### config.mk
export PLATFORM = sky130hd
export DESIGN_NAME = ram_sp_arbiter
export DESIGN_NICKNAME = d
export VERILOG_FILES = /design/src/rtl/ram_arb_pkg.sv /design/src/rtl/ram_sp_arbiter.sv
export SDC_FILE = /design/constraint.sdc
export NUM_CORES = 1
export LEC_CHECK = 0
export CAP_MARGIN = 10
export CORE_AREA = 2 2 77 79
export DETAILED_ROUTE_END_ITERATION = 10
export DIE_AREA = 0 0 79 81
export PLACE_DENSITY = 0.79
export SYNTH_ARGS = -nofsm -noshare
export SYNTH_HDL_FRONTEND = slang
export SYNTH_SLANG_ARGS = --single-unit
export TNS_END_PERCENT = 5
### constraint.sdc
create_clock -name clk -period 2.1 [get_ports clk]
set_input_delay 0.315 -clock clk [delete_from_list [all_inputs] [get_ports clk]]
set_output_delay 0.315 -clock clk [all_outputs]
set_load 0.1 [all_outputs]
### src/rtl/ram_arb_pkg.sv
// ram_arb_pkg: shared types and constants for the single-port RAM arbiter.
//   req_id_t : identifies a requester (instruction fetch or load/store)
//   STAT_W   : width of the optional grant/conflict statistics counters
package ram_arb_pkg;

    typedef enum logic {REQ_IF, REQ_LS} req_id_t;

    localparam int STAT_W = 16;

    // Saturating increment for the statistics counters.
    function automatic logic [STAT_W-1:0] sat_inc(input logic [STAT_W-1:0] v);
        return (v == {STAT_W{1'b1}}) ? v : v + 1'b1;
    endfunction

endpackage

### src/rtl/ram_sp_arbiter.sv
// ram_sp_arbiter: shares one single-port synchronous RAM (registered output,
// read latency 1) between instruction fetch (IF) and load/store (LS).
//
// Ports:
//   clk, rst_n            clock, asynchronous active-low reset
//   if_req/if_addr        IF read request; if_gnt combinational accept
//   if_rvalid/if_rdata    IF read return, one cycle after grant
//   ls_req/ls_we/ls_addr/ls_wdata  LS read/write request; ls_gnt accept
//   ls_rvalid/ls_rdata    LS read return, one cycle after grant
//   ram_addr/ram_data_in/ram_wren/ram_rden  RAM drive
//   ram_data_out          RAM read data (valid the cycle after ram_rden)
//
// Optional build macro RAM_ARB_STATS_EN adds stat_clr input and saturating
// counters stat_if_grants, stat_ls_grants, stat_conflicts.
module ram_sp_arbiter
    import ram_arb_pkg::*;
#(
    parameter int DATA_W    = 32,
    parameter int NUM_WORDS = 1024,
    parameter int ADDR_W    = $clog2(NUM_WORDS)
) (
    input  logic              clk,
    input  logic              rst_n,
    input  logic              if_req,
    input  logic [ADDR_W-1:0] if_addr,
    output logic              if_gnt,
    output logic              if_rvalid,
    output logic [DATA_W-1:0] if_rdata,
    input  logic              ls_req,
    input  logic              ls_we,
    input  logic [ADDR_W-1:0] ls_addr,
    input  logic [DATA_W-1:0] ls_wdata,
    output logic              ls_gnt,
    output logic              ls_rvalid,
    output logic [DATA_W-1:0] ls_rdata,
    output logic [ADDR_W-1:0] ram_addr,
    output logic [DATA_W-1:0] ram_data_in,
    output logic              ram_wren,
    output logic              ram_rden,
    input  logic [DATA_W-1:0] ram_data_out
`ifdef RAM_ARB_STATS_EN
    ,
    input  logic              stat_clr,
    output logic [STAT_W-1:0] stat_if_grants,
    output logic [STAT_W-1:0] stat_ls_grants,
    output logic [STAT_W-1:0] stat_conflicts
`endif
);

    req_id_t last_win;
    req_id_t rd_owner;
    logic    rd_pend;
    logic    conflict;

    assign conflict = if_req & ls_req;

    // LS wins when alone, or on a conflict when IF took the previous one.
    // Grants are masked while reset is held.
    assign ls_gnt = rst_n & ls_req & (~if_req | (last_win == REQ_IF));
    assign if_gnt = rst_n & if_req & ~ls_gnt;

    assign ram_addr    = ls_gnt ? ls_addr : (if_gnt ? if_addr : '0);
    assign ram_data_in = ls_wdata;
    assign ram_wren    = ls_gnt & ls_we;
    assign ram_rden    = if_gnt | (ls_gnt & ~ls_we);

    always_ff @(posedge clk or negedge rst_n) begin
        if (!rst_n) begin
            last_win <= REQ_IF;
            rd_pend  <= 1'b0;
            rd_owner <= REQ_IF;
        end else begin
            if (conflict)
                last_win <= ls_gnt ? REQ_LS : REQ_IF;
            rd_pend <= ram_rden;
            if (ram_rden)
                rd_owner <= ls_gnt ? REQ_LS : REQ_IF;
        end
    end

    // RAM output register already provides the one-cycle latency, so the
    // return is steered combinationally from the pending-read tag.
    assign if_rvalid = rd_pend & (rd_owner == REQ_IF);
    assign ls_rvalid = rd_pend & (rd_owner == REQ_LS);
    assign if_rdata  = if_rvalid ? ram_data_out : '0;
    assign ls_rdata  = ls_rvalid ? ram_data_out : '0;

`ifdef RAM_ARB_STATS_EN
    always_ff @(posedge clk or negedge rst_n) begin
        if (!rst_n) begin
            stat_if_grants <= '0;
            stat_ls_grants <= '0;
            stat_conflicts <= '0;
        end else if (stat_clr) begin
            stat_if_grants <= '0;
            stat_ls_grants <= '0;
            stat_conflicts <= '0;
        end else begin
            if (if_gnt)   stat_if_grants <= sat_inc(stat_if_grants);
            if (ls_gnt)   stat_ls_grants <= sat_inc(stat_ls_grants);
            if (conflict) stat_conflicts <= sat_inc(stat_conflicts);
        end
    end
`endif

endmodule

==> reports/metrics.cfg <==
[run_status]
run_status = finished clean

[sta]
period_share_pct = 94.5
hold_violations = 0
slew_headroom_pct = 61.5
tightestPinTransition_ns = 0.576
min_period_ns = 1.98
finalSetupViolCount = 0
fmax_mhz = 504
finClkSkew_ns = 0.000542
hold_slack_ns = 0.305
final_max_slew_viol_count = 0
rsz0062_at_grt = false

[floorplan]
design.core.area_um2 = 5680
die_y_um = 81
start_util_pct = 18.8
fp.dieArea_um2 = 6400
die_x_um = 79
rows = 28
io_pins = 201

[worst_setup_path]
start_kind = input port
worst-endpoint-arrival_ns = 1.67
cp_max_fo = 12
worst-setup-path-type = in -> out
worstPathRequired_ns = 1.78
critPathCaptureType = primary output

[logic_synthesis]
synth.area.top_cells = buf_4 23%, and3_1 17%, and2_1 12%
syn_avg_cell_area_um2 = 6.57
synth_top_cells_by_count = 33 x buf_4, 29 x and3_1, 25 x nand2_1, 21 x and2_1, 12 x and2_2
synth_warnings = 0
yosysMostFrequentCell = buf_4
synth_top_area_share_pct = 23.3
mappedNetlistArea_um2 = 1060
synth_area_leader_cell = buf_4
synth_cells = 162
ys_ff_latch = 3
synth_nets = 251
synth_flop_cell = dfrtp_1
synthArstFlopShare_pct = 100
synth_edf_count = 0
synth_seq_area_share_pct = 7.05
synth.distinct_cells = 20

[final_layout]
drive_gt1_share_pct = 41.2
fin_nets = 352
diodes = 0
area_growth_syn_to_layout_pct = 191
nFillCells = 469
fin_util_pct = 54.6
final_cells = 337

[placement]
place.gp.congestion = 0.641
portBuffers = 136
detailed_place_hpwl_mm = 3.92
dp.cells = 333

[drt]
route.detailed.drc = 0
vias = 1447
via_per_inst = 4.29
first_pass_iters = 4
drtAntennaViolNets = 0
routedWlPerCell_um = 13.8
routed_wl_mm = 4.64
drt_iter0_markers = 40

[grt]
grt_pass1_wl_mm = 6.85
gr-total-overflow = 0
grt.total_usage_pct = 13.3
antenna_found_initial = 0
grt_pass1_vias = 1377
grt_max_degree = 36

[power_and_ir_drop]
p_per_area_nw_per_um2 = 462
ir_worst_vdd_v = 0.000464
leakagePower_nw = 1.38

[clocking]
cts.htree.levels = 1
post_cts_buffers = 0
cts_buffers = 3
cts_buffer_depth = 2
cts_hold_buf = 0
clock-sinks = 3
root_buffer = clkbuf_8
tritoncts = built
insertion_delay_ns = 0.21
path_clk_slew_ns = 0.03

[worst_hold_path]
hold_path.class = in -> async

[run]
max_cap_violations = 0

==> worst max-delay path: stages <==
cell and delay [ns]:
clkdlybuf4s50_1 0.49, inv_1 0.12, o21ai_2 0.06, buf_4 0.18
a21oi_1 0.28, buf_12 0.22
==> through the flow <==
| step | total power [W] | setup slack (ns) | instance area, um2 | TNS, ns |
|---|---|---|---|---|
| floorplan | 0.00107 | -0.400 | 1070 | -4.72 |
| global placement | 0.00126 | 0.0840 | 3050 | 0 |
| detailed placement | 0.00127 | 0.0604 | 3050 | 0 |
| CTS | 0.00144 | 0.0551 | 3100 | 0 |
| global route | 0.00149 | 0.0335 | 3100 | 0 |
| finish | 0.00143 | 0.116 | 3100 | 0 |
==> final timing paths <==
kind,start,end,slack [ns],depth (start not counted)
setup / recovery,ls_req,ram_rden,0.12,6
hold / removal,rst_n,rd_pend,0.30,1
setup reg to reg,rd_owner,rd_owner,0.90,3
hold reg to reg,last_win,rd_owner,0.58,1
max in group asynchronous,rst_n,last_win,1.46,2
min in group clk,last_win,rd_owner,0.58,1
==> power breakdown <==
part / total, W / leakage (nW) / switching, W / internal [W]
clock network: 0.000166 / 0.0228 / 0.0000362 / 0.000129
logic: 0.00119 / 1.32 / 0.000749 / 0.000440
registers: 0.0000760 / 0.0384 / 0.00000942 / 0.0000666
total: 0.00143 / 1.38 / 0.000795 / 0.000636
==> kinds of logic after synthesis <==
kind of cell / synth area share [%]
and+or+nand+nor: 51.6
muxes: 1.06
AOI/OAI and AO/OA: 8.93
buffers and inverters: 31.4
DFF: 7.05
==> final cells by class <==
| cell class | instances | area, um2 | share of cell area, % |
|---|---|---|---|
| inverters | 3 | 11.3 | 0.363 |
| flip-flops and latches | 3 | 75.1 | 2.42 |
| multi-input cells | 111 | 663 | 21.4 |
| repair buffers | 141 | 2210 | 71.3 |
| well taps | 75 | 93.8 | 3.03 |
| clock buffers | 4 | 45.0 | 1.45 |
==> sequential cells by signal (all words and copies together), names as in the netlist <==
signal    flops
last_win      1
rd_pend       1
rd_owner      1
==> routing by layer <==
metal	vias to the layer above	share of wire [%]	GRT usage, %	routed length [um]
li1	706	-	-	-
met1	623	37	14.0	1700
met2	106	50	24.2	2310
met3	12	12	5.22	568
met4	0	1.5	4.48	71
met5	-	0	0	0
==> repair_timing <==
action,CTS,global route
endpoints found under the setup margin,0,11
hold endpoints to repair,0,0
gates resized for setup,0,1
==> placed cells by master, fill, tap and decap left out <==
master and n:
nor3_2 1, clkbuf_8 3, and3_1 29, buf_12 81, nand2_1 24, a21oi_1 3
clkdlybuf4s50_1 56, mux2_2 1, nand2_2 1, and3_2 3, nor2_1 3, o22ai_1 10
nor2b_4 1, and2_2 12, a311oi_1 1, and2_1 21, dfrtp_1 3, inv_1 3
buf_4 4, o21ai_2 1, clkbuf_1 1
No activity file was read; power rests on OpenSTA's default activity.
